File: config.mk
export PLATFORM = sky130hd
export DESIGN_NAME = div_ctrl_flat
export DESIGN_NICKNAME = d
export VERILOG_FILES = /design/src/rtl/div_ctrl_pkg.sv /design/src/rtl/div_ctrl_if.sv /design/src/rtl/div_step.sv /design/src/rtl/div_ctrl.sv /design/src/flat_wrapper.sv
export SDC_FILE = /design/constraint.sdc
export NUM_CORES = 1
export LEC_CHECK = 0
export ABC_AREA = 1
export BUFFER_PORTS_ARGS = -buffer_cell sky130_fd_sc_hd__buf_2
export CAP_MARGIN = 25
export CORE_MARGIN = 10
export CORE_UTILIZATION = 50
export DETAILED_ROUTE_END_ITERATION = 10
export HOLD_SLACK_MARGIN = 0.15
export PLACE_DENSITY = 0.82
export SLEW_MARGIN = 20
export SYNTH_ARGS = -nofsm -noshare
export SYNTH_HDL_FRONTEND = slang
export SYNTH_SLANG_ARGS = --single-unit
File: constraint.sdc
create_clock -name clk -period 3.6 [get_ports clk]
set_input_delay 0.72 -clock clk [delete_from_list [all_inputs] [get_ports clk]]
set_output_delay 0.72 -clock clk [all_outputs]
set_load 0.01 [all_outputs]
File: src/rtl/div_ctrl_pkg.sv
// ---------------------------------------------------------------------------
// div_ctrl_pkg
// Shared definitions for the iterative divider:
//   - div_state_e : FSM state encoding (IDLE / ZERO / RUN / END)
//   - DIV_CYCLES  : number of restoring steps (one per quotient bit)
//   - CNT_W       : width of the iteration counter
//   - magnitude() : absolute value of an operand when treated as signed
//   - apply_sign(): conditional two's-complement negation of a magnitude
// ---------------------------------------------------------------------------
package div_ctrl_pkg;

    localparam int DIV_CYCLES = 32;
    localparam int CNT_W      = 6;

    typedef enum logic [1:0] {
        ST_IDLE = 2'd0,
        ST_ZERO = 2'd1,
        ST_RUN  = 2'd2,
        ST_END  = 2'd3
    } div_state_e;

    // Only negative values of a signed operation are negated. The most
    // negative number maps onto 32'h80000000, which is the correct unsigned
    // magnitude 2^31, so no extra bit is needed.
    function automatic logic [31:0] magnitude(input logic [31:0] value,
                                              input logic        is_signed);
        return (is_signed && value[31]) ? (~value + 32'd1) : value;
    endfunction

    function automatic logic [31:0] apply_sign(input logic [31:0] mag,
                                               input logic        neg);
        return neg ? (~mag + 32'd1) : mag;
    endfunction

endpackage

File: src/rtl/div_ctrl_if.sv
// ---------------------------------------------------------------------------
// div_ctrl_if
// Request/response bundle between the EX stage and the divider.
//   start, signed_op, dividend, divisor, cancel : EX stage -> divider
//   stall_req, done, quotient, remainder        : divider  -> pipeline
// Modports:
//   master : the pipeline side (drives requests, observes results)
//   slave  : the divider side
// ---------------------------------------------------------------------------
interface div_ctrl_if;

    logic        start;
    logic        signed_op;
    logic [31:0] dividend;
    logic [31:0] divisor;
    logic        cancel;
    logic        stall_req;
    logic        done;
    logic [31:0] quotient;
    logic [31:0] remainder;

    modport master (
        output start,
        output signed_op,
        output dividend,
        output divisor,
        output cancel,
        input  stall_req,
        input  done,
        input  quotient,
        input  remainder
    );

    modport slave (
        input  start,
        input  signed_op,
        input  dividend,
        input  divisor,
        input  cancel,
        output stall_req,
        output done,
        output quotient,
        output remainder
    );

endinterface

File: src/rtl/div_step.sv
// ---------------------------------------------------------------------------
// div_step
// One restoring shift-subtract step on unsigned magnitudes.
// Ports:
//   rem_in  [32:0] : current partial remainder (always < divisor)
//   dsr     [31:0] : divisor magnitude
//   dvd_bit        : next dividend bit, MSB first
//   rem_out [32:0] : partial remainder after this step
//   q_bit          : quotient bit produced by this step
// ---------------------------------------------------------------------------
module div_step (
    input  logic [32:0] rem_in,
    input  logic [31:0] dsr,
    input  logic        dvd_bit,
    output logic [32:0] rem_out,
    output logic        q_bit
);

    logic [33:0] shifted;
    logic [33:0] diff;

    always_comb begin
        shifted = {rem_in, dvd_bit};
        // One spare bit above the shifted value so the borrow lands in
        // diff[33] even for a full 32-bit unsigned divisor.
        diff    = shifted - {2'b00, dsr};
        q_bit   = ~diff[33];
        // Restore (keep the shifted value) when the subtraction borrowed.
        rem_out = diff[33] ? shifted[32:0] : diff[32:0];
    end

endmodule

File: src/rtl/div_ctrl.sv
// ---------------------------------------------------------------------------
// div_ctrl
// Multi-cycle DIV/DIVU unit for the EX stage. A request accepted in IDLE
// either takes the one-cycle divide-by-zero path (ZERO) or performs 32
// restoring steps on operand magnitudes (RUN); END presents a one-cycle done
// pulse with the sign-corrected quotient/remainder held in output registers.
// Ports:
//   clk  : clock, rising edge
//   rst  : synchronous active-high reset
//   bus  : div_ctrl_if.slave
//          start/signed_op/dividend/divisor/cancel in,
//          stall_req/done/quotient/remainder out
// stall_req is combinational so the pipeline freezes in the very cycle the
// divide is accepted; it drops in END so the stalled instruction retires
// together with the done pulse.
// ---------------------------------------------------------------------------
module div_ctrl
    import div_ctrl_pkg::*;
(
    input  logic      clk,
    input  logic      rst,
    div_ctrl_if.slave bus
);

    localparam logic [CNT_W-1:0] CNT_LAST = CNT_W'(DIV_CYCLES - 1);

    div_state_e       state_reg;
    logic [CNT_W-1:0] cnt_reg;

    // Latched request
    logic             signed_reg;
    logic [31:0]      dividend_reg;  // raw dividend, returned on divide by zero
    logic             dsr_neg_reg;   // divisor was negative in a signed op
    logic [31:0]      dsr_mag_reg;

    // Iteration datapath
    logic [31:0]      dvd_shift_reg; // dividend magnitude, consumed MSB first
    logic [32:0]      rem_reg;       // partial remainder
    logic [31:0]      quo_shift_reg; // quotient magnitude bits, shifted in LSB

    // Registered outputs
    logic             done_reg;
    logic [31:0]      quotient_reg;
    logic [31:0]      remainder_reg;

    // Step results and final-value helpers
    logic [32:0]      step_rem;
    logic             step_qbit;
    logic [31:0]      final_q_mag;
    logic             dvd_neg;
    logic             neg_q;
    logic             neg_r;
    logic             accept;

    div_step u_step (
        .rem_in  (rem_reg),
        .dsr     (dsr_mag_reg),
        .dvd_bit (dvd_shift_reg[31]),
        .rem_out (step_rem),
        .q_bit   (step_qbit)
    );

    always_comb begin
        accept      = (state_reg == ST_IDLE) && bus.start && !bus.cancel;
        final_q_mag = {quo_shift_reg[30:0], step_qbit};
        dvd_neg     = signed_reg & dividend_reg[31];
        // -2^31 / -1: both signs negative, so no negation and the magnitude
        // 32'h80000000 passes straight through as the wrapped result.
        neg_q       = dvd_neg ^ dsr_neg_reg;
        neg_r       = dvd_neg;
    end

    always_ff @(posedge clk) begin
        if (rst) begin
            state_reg     <= ST_IDLE;
            cnt_reg       <= '0;
            signed_reg    <= 1'b0;
            dividend_reg  <= '0;
            dsr_neg_reg   <= 1'b0;
            dsr_mag_reg   <= '0;
            dvd_shift_reg <= '0;
            rem_reg       <= '0;
            quo_shift_reg <= '0;
            done_reg      <= 1'b0;
            quotient_reg  <= '0;
            remainder_reg <= '0;
        end else begin
            case (state_reg)
                ST_IDLE: begin
                    done_reg <= 1'b0;
                    if (accept) begin
                        signed_reg    <= bus.signed_op;
                        dividend_reg  <= bus.dividend;
                        dsr_neg_reg   <= bus.signed_op & bus.divisor[31];
                        dsr_mag_reg   <= magnitude(bus.divisor, bus.signed_op);
                        dvd_shift_reg <= magnitude(bus.dividend, bus.signed_op);
                        rem_reg       <= '0;
                        quo_shift_reg <= '0;
                        cnt_reg       <= '0;
                        state_reg     <= (bus.divisor == 32'd0) ? ST_ZERO : ST_RUN;
                    end
                end

                ST_ZERO: begin
                    if (bus.cancel) begin
                        state_reg <= ST_IDLE;
                    end else begin
                        quotient_reg  <= 32'hFFFF_FFFF;
                        remainder_reg <= dividend_reg;
                        done_reg      <= 1'b1;
                        state_reg     <= ST_END;
                    end
                end

                ST_RUN: begin
                    if (bus.cancel) begin
                        state_reg <= ST_IDLE;
                    end else begin
                        rem_reg       <= step_rem;
                        quo_shift_reg <= final_q_mag;
                        dvd_shift_reg <= {dvd_shift_reg[30:0], 1'b0};
                        cnt_reg       <= cnt_reg + CNT_W'(1);
                        // Results are loaded on the last step so they are
                        // already valid while done is high in END.
                        if (cnt_reg == CNT_LAST) begin
                            quotient_reg  <= apply_sign(final_q_mag, neg_q);
                            remainder_reg <= apply_sign(step_rem[31:0], neg_r);
                            done_reg      <= 1'b1;
                            state_reg     <= ST_END;
                        end
                    end
                end

                ST_END: begin
                    // cancel is deliberately ignored: the result is already out.
                    done_reg  <= 1'b0;
                    state_reg <= ST_IDLE;
                end

                default: begin
                    done_reg  <= 1'b0;
                    state_reg <= ST_IDLE;
                end
            endcase
        end
    end

    assign bus.stall_req = (accept && !rst)
                         || (state_reg == ST_ZERO)
                         || (state_reg == ST_RUN);
    assign bus.done      = done_reg;
    assign bus.quotient  = quotient_reg;
    assign bus.remainder = remainder_reg;

endmodule
File: src/flat_wrapper.sv
// flat-port wrapper written by rule: the top's interface ports become plain ports
module div_ctrl_flat import div_ctrl_pkg::*;
  (clk, rst, bus_start, bus_signed_op, bus_dividend, bus_divisor, bus_cancel, bus_stall_req, bus_done, bus_quotient, bus_remainder);
  div_ctrl_if bus_i ();
  input  logic clk;
  input  logic rst;
  input wire logic [$bits(bus_i.start)-1:0] bus_start;
  input wire logic [$bits(bus_i.signed_op)-1:0] bus_signed_op;
  input wire logic [$bits(bus_i.dividend)-1:0] bus_dividend;
  input wire logic [$bits(bus_i.divisor)-1:0] bus_divisor;
  input wire logic [$bits(bus_i.cancel)-1:0] bus_cancel;
  output wire logic [$bits(bus_i.stall_req)-1:0] bus_stall_req;
  output wire logic [$bits(bus_i.done)-1:0] bus_done;
  output wire logic [$bits(bus_i.quotient)-1:0] bus_quotient;
  output wire logic [$bits(bus_i.remainder)-1:0] bus_remainder;
  assign bus_i.start = bus_start;
  assign bus_i.signed_op = bus_signed_op;
  assign bus_i.dividend = bus_dividend;
  assign bus_i.divisor = bus_divisor;
  assign bus_i.cancel = bus_cancel;
  assign bus_stall_req = bus_i.stall_req;
  assign bus_done = bus_i.done;
  assign bus_quotient = bus_i.quotient;
  assign bus_remainder = bus_i.remainder;
  div_ctrl u_core (.clk(clk), .rst(rst), .bus(bus_i));
endmodule
# ---- Word level (Yosys, flattened, before mapping)
# Cells that the tools add are included.
dict set report totals {
  in_bits 69
  out_inout_bits 66
  wordCells 89
  regBits 235
}
dict set report classes {
  bitwise_logic 8
  n_addsub 6
  n_mux 35
  reduce_logical 19
  eq_ne 9
}
# op count
set op_table {}
lappend op_table {{32-bit 2-to-1 mux} 12}
lappend op_table {{32-bit one-hot mux with 2 select lines} 3}
lappend op_table {{32-bit by 1-bit adder with 32-bit output, second input constant} 4}
lappend op_table {{32-bit NOT} 4}
lappend op_table {{33-bit 2-to-1 mux} 3}
lappend op_table {{33-bit one-hot mux with 2 select lines} 1}
lappend op_table {{31-bit 2-to-1 mux} 2}
lappend op_table {{31-bit one-hot mux with 2 select lines} 1}
lappend op_table {{34-bit by 32-bit subtractor with 34-bit output} 1}
lappend op_table {{32-bit zero test} 1}
lappend op_table {{6-bit 2-to-1 mux} 2}
lappend op_table {{6-bit one-hot mux with 2 select lines} 1}
lappend op_table {{2-bit 2-to-1 mux} 5}
lappend op_table {{2-bit one-hot mux with 4 select lines} 1}
lappend op_table {{6-bit by 1-bit adder with 6-bit output, second input constant} 1}
lappend op_table {{6-bit by 5-bit == test with 1-bit output, second input constant} 1}
lappend op_table {{3-bit AND reduction} 2}
lappend op_table {{1-bit logical AND} 5}
lappend op_table {{2-bit == test, second input constant} 2}
lappend op_table {{2-bit by 1-bit inequality test with 1-bit output, second input constant} 2}
lappend op_table {{2-bit inequality test, second input constant} 2}
lappend op_table {{2-bit AND reduction} 2}
lappend op_table {{4-bit AND reduction} 1}
lappend op_table {{2-bit nonzero test} 2}
lappend op_table {{11 further kinds} 16}

# ---- Logic depth before layout (Yosys ltp)
dict set report logic_depth {
  word_depth 8
  ltp_mapped 28
  depth_no_buf 27
}

# ---- Hierarchy
# Synthesis repeated with hierarchy kept, for this count alone.
dict set report hier_totals {
  hier_cells 2683
  hier_area_um2 16240.6
}
# module cells_per_inst n_inst area_per_inst_um2 seq_area_each_um2
set by_module_without_submodules {}
lappend by_module_without_submodules {div_ctrl 1962 1 12796.0 4704.5}
lappend by_module_without_submodules {div_step 721 1 3444.6 0.0}

# ---- Worst setup path before layout
# OpenSTA, ideal clock, no wires.
dict set report synth_timing {
  kind {register to register}
  startpoint {reg u_core.rem_reg[3]}
  endpoint {reg u_core.quotient_reg[30] (netlist: u_core.bus.quotient[30])}
  synth_period_minus_slack_ps 3665
  path_stages_with_launch 24
  arrival_ps 3533
  path_slack_ps -65
  required_ps 3468
  setup_time_ps 132
  n_path_buf 1
  path_cell_list {dfxtp_1 -> ha_1 -> a21oi_2 -> nand2_1 -> nand2_1 -> nand3_2 -> nand2_2 -> nand2_4 -> nand2_4 -> nand3_4 -> nand2_8 -> buf_6 -> ha_1 -> inv_1 -> nor3_1 -> nand3_1 -> nor3_1 -> nand3_1 -> nor2_1 -> a31oi_1 -> a21oi_1 -> o21ai_0 -> o31ai_1 -> a21oi_1}
}
dict set report synth_via {
  elab_chain_cells 8
}
# element line
set synth_rtl {}
lappend synth_rtl {{start: declaration} div_ctrl.sv:38} ;# logic [32:0] rem_reg;
lappend synth_rtl {{start signal: assignment} div_ctrl.sv:119} ;# rem_reg <= step_rem;
lappend synth_rtl {{34-bit by 32-bit subtractor with 34-bit output} div_step.sv:26} ;# diff = shifted - {2'b00, dsr};
lappend synth_rtl {{1-bit NOT} div_step.sv:27} ;# q_bit = ~diff[33];
lappend synth_rtl {{32-bit NOT} div_ctrl_pkg.sv:32} ;# return neg ? (~mag + 32'd1) : mag;
lappend synth_rtl {{32-bit by 1-bit adder with 32-bit output} div_ctrl_pkg.sv:32}
lappend synth_rtl {{32-bit 2-to-1 mux} div_ctrl_pkg.sv:32}
lappend synth_rtl {{32-bit 2-to-1 mux} div_ctrl.sv:125} ;# if (cnt_reg == CNT_LAST) begin
lappend synth_rtl {{32-bit 2-to-1 mux} div_ctrl.sv:116} ;# if (bus.cancel) begin
lappend synth_rtl {{32-bit one-hot mux with 2 select lines} div_ctrl.sv:88} ;# case (state_reg)
lappend synth_rtl {{end signal: assignment} div_ctrl.sv:126} ;# quotient_reg <= apply_sign(final_q_mag, neg_q);
lappend synth_rtl {{end: declaration} div_ctrl.sv:43} ;# logic [31:0] quotient_reg;
# Every way passes these cells. The select of a mux whose other input is x is not followed.
# A chain may end at the register's enable or synchronous reset.

# ---- Worst setup path after layout
dict set report layout_timing {
  startpoint {reg u_core.dsr_mag_reg[8]}
  endpoint {reg u_core.quotient_reg[26] (netlist: u_core.bus.quotient[26])}
}
dict set report layout_via {
  elab_chain_cells 8
}
# element line
set layout_rtl {}
lappend layout_rtl {{start: declaration} div_ctrl.sv:34} ;# logic [31:0] dsr_mag_reg;
lappend layout_rtl {{start signal: assignment} div_ctrl.sv:95} ;# dsr_mag_reg <= magnitude(bus.divisor, bus.signed_op);
lappend layout_rtl {{34-bit by 32-bit subtractor with 34-bit output} div_step.sv:26}
lappend layout_rtl {{1-bit NOT} div_step.sv:27}
lappend layout_rtl {{32-bit NOT} div_ctrl_pkg.sv:32}
lappend layout_rtl {{32-bit by 1-bit adder with 32-bit output} div_ctrl_pkg.sv:32}
lappend layout_rtl {{32-bit 2-to-1 mux} div_ctrl_pkg.sv:32}
lappend layout_rtl {{32-bit 2-to-1 mux} div_ctrl.sv:125}
lappend layout_rtl {{32-bit 2-to-1 mux} div_ctrl.sv:116}
lappend layout_rtl {{32-bit one-hot mux with 2 select lines} div_ctrl.sv:88}
# Every way passes these cells. The select of a mux whose other input is x is not followed.

==> impl_metrics.toml <==
[routing]
drtPass1Iterations = 8
drt_iter0_drc = 1952
routedWlPerCell_um = 17.6
wl_um = 54200
vias = 17600
detail-route-antenna-nets = 0
drc = 0
via_per_inst = 5.72

[critical_path]
startpoint = "u_core.dsr_mag_reg[8]"
crit_top_cell = "nand2_4"
worstReg2RegStart = "u_core.dsr_mag_reg[8]"
cp_max_fo = 3
crit_type = "flip-flop to flip-flop"
slowest_stage = "dfxtp_2"
critPathCapture = "u_core.bus.quotient[26]"
required_ps = 4070
path_delay_family = "simple AND/OR/NAND/NOR gates"
max_stage_delay_ps = 330
rr_worst_depth = 26
r2r_end = "u_core.bus.quotient[26]"
crit_cells = 26
critPathBufInv = 3
cp-start-kind = "flip-flop"
r2r_slack_ps = 100
endpoint_kind = "flip-flop"
worstPathArrival_ps = 3970

[final_layout]
largest_reg_flops = 33
finalNonFillerCells = 3073
final.fill_count = 2813
antenna_cells = 0
final-seq-area_um2 = 4730
final_area_um2 = 18700
area_growth_syn_to_layout_pct = 21.0
fin_nets = 2770
drive_above_1_share = 0.187
multi_input_area_um2 = 9790

[global_route]
antenna_found_initial = 1
grt_pass1_wl_um = 84300
gr-total-overflow = 0
grt_pass1_vias = 16400
grtUsageTotal = 0.263
grt_max_degree = 141

[die]
core-area_um2 = 30600
die_w_um = 196
die_area_um2 = 38400
die_h_um = 196
num_rows = 64
start_util = 0.506
io_pins = 135

[run_status]
status = "completed"

[clock_tree]
cts_buffers = 27
cts_max_level = 1
ctsHoldBuffers = 0
clock-sinks = 235
cts_max_path_buffers = 3
clk_pin_slew_worst_paths_ps = 60
cts_tree = "yes"
cts_root_buffer = "clkbuf_16"
clock_latency_ps = 540

[synth]
synthesis.area_um2 = 15500
async_reset_ff_frac = 0
synthCells = 2472
synth_area_per_cell_um2 = 6.26
synth_enable_flop_cells = 0
yosysWarnings = 0
synthFlopType = "dfxtp_1"
synth_top_area_cell = "dfxtp_1"
ys_seq_area_frac = 0.304
synth-seq-cells = 235
ys_types = 56
synthTopCellsByArea = "dfxtp_1 30%, nand2_1 17%, a21oi_1 8.0%, inv_1 6.5%, nor2_1 5.6%"
synthesis.nets = 2583
synth_top_area_frac = 0.304

[placed_design]
port_buffers = 134
place_inst = 3003
gp_congestion = 1.00
place_area_um2 = 17100
dp_hpwl_um = 38900
dp_slack_ps = -200

[timing]
slew_headroom = 0.359
layout_setup_ws_ps = 102
period_needed_ps = 3500
slew_violations = 0
fin_skew_ps = 11.6
setup_viol = 0
fin_tns_setup_ps = 0
worst_pin_slew_ps = 960
period_share = 0.972
final-hold-violation-count = 0
fmax_mhz = 286

[hold_path]
worstHoldPathType = "input pin to flip-flop"

[pwr]
ir_drop_mv = 0.516
p_leak_nw = 8.75
p_per_area_nw_per_um2 = 684

[flow_run]
cap_violations = 0
[how the worst min path moves through the flow]
stage                     slack, ps  depth (start not counted)                     from                       to
after floorplan                 430                          2  u_core.dividend_reg[10]  u_core.dividend_reg[10]
after detailed placement        450                          2  u_core.dividend_reg[17]  u_core.dividend_reg[17]
after global routing            470                          3          bus_dividend[0]  u_core.dvd_shift_reg[0]
after CTS                       430                          3          bus_dividend[0]  u_core.dvd_shift_reg[0]
after global placement          440                          2  u_core.dividend_reg[11]  u_core.dividend_reg[11]
final                           440                          3          bus_dividend[0]  u_core.dvd_shift_reg[0]
[final cells by class]
type                       count  area share
multi-input combinational   1849       0.522
inverter                     274      0.0549
tap                          396      0.0264
clock inverter                 9     0.00808
sequential                   235       0.253
timing repair buffer         272      0.0943
clock buffer                  38      0.0415
[layout by cell type (no fill, tap or decap), types with 8 or more instances in the layout]
cell / count
nand3b_1: 17
ha_4: 24
a21oi_2: 8
nand4_1: 24
buf_4: 133
a211oi_1: 8
a31oi_1: 38
nand3_1: 141
xor2_1: 34
xnor2_1: 25
ha_1: 17
nor3_1: 18
nor2_4: 11
nand2_2: 47
nand3_2: 8
dfxtp_1: 214
o21ai_0: 151
o31ai_1: 15
dfxtp_2: 21
inv_2: 16
nand2_1: 680
nor2_2: 13
buf_2: 133
clkbuf_16: 27
nand2_4: 10
nor2_1: 225
inv_1: 256
o211ai_1: 16
a21oi_1: 244
[timing repair]
item / in CTS / in global routing
gates cloned: 0 / 1
gates resized for setup: 39 / 79
buffers inserted: 15 / 8
pin swaps: 22 / 36
endpoints found under the setup margin: 5 / 35
[cell usage after synthesis (4+ instances only)]
library cell / number
a221oi_1: 4
ha_1: 41
nand2_4: 7
buf_1: 10
o21bai_1: 5
o211ai_1: 16
nor3_1: 20
inv_1: 269
nand3b_1: 17
nor2_1: 233
o22ai_1: 4
xor2_1: 34
a21oi_1: 249
or2_2: 7
nand2_2: 26
dfxtp_1: 235
o221ai_1: 7
nand3_1: 144
o31ai_1: 15
buf_6: 8
nor2_2: 14
buf_2: 7
xnor2_1: 26
o21ai_1: 6
o21ai_0: 154
clkbuf_1: 87
nand4_1: 24
a211oi_1: 8
a31oi_1: 39
nand2_1: 704
nand3_2: 6
[worst min-delay path, delay by kind of cell]
family,cells,cell delay [ps]
simple gates,1,50
buf+inv,1,100
compound gates,1,50
[power breakdown]
group	leakage, nW	internal [W]	switching (W)
Clock	0.454	0.00178	0.00114
Combinational	6.38	0.00224	0.00427
Sequential	1.92	0.00307	0.000305
Total	8.75	0.00709	0.00571
[routing by layer]
layer	share of wire	track usage	vias to the layer above
met4	0.037	0.0995	0
met1	0.42	0.349	8110
met3	0.092	0.0404	141
met5	0	0	-
met2	0.45	0.419	891
li1	-	-	8430
[metrics by stage]
| stage | util | power [W] | hold WS [ps] |
|---|---|---|---|
| floorplan | - | 0.00745 | 430 |
| global placement | 0.559 | 0.00917 | 441 |
| detailed placement | 0.559 | 0.00930 | 446 |
| CTS | 0.601 | 0.0124 | 434 |
| global route | 0.612 | 0.0136 | 473 |
| finish | 0.612 | 0.0128 | 439 |
[kinds of logic (layout without fill, tap and decap cells)]
group,Yosys count,in the layout,synth area share
flip-flops,235,235,0.304
adder cells (fa/ha/maj),42,42,0.0344
buffers and inverters,389,593,0.100
AND/OR/NAND/NOR,1220,1221,0.339
XOR/XNOR,60,60,0.0339
AO/OA/AOI/OAI,526,526,0.188
No activity file was read; power rests on OpenSTA's default activity.
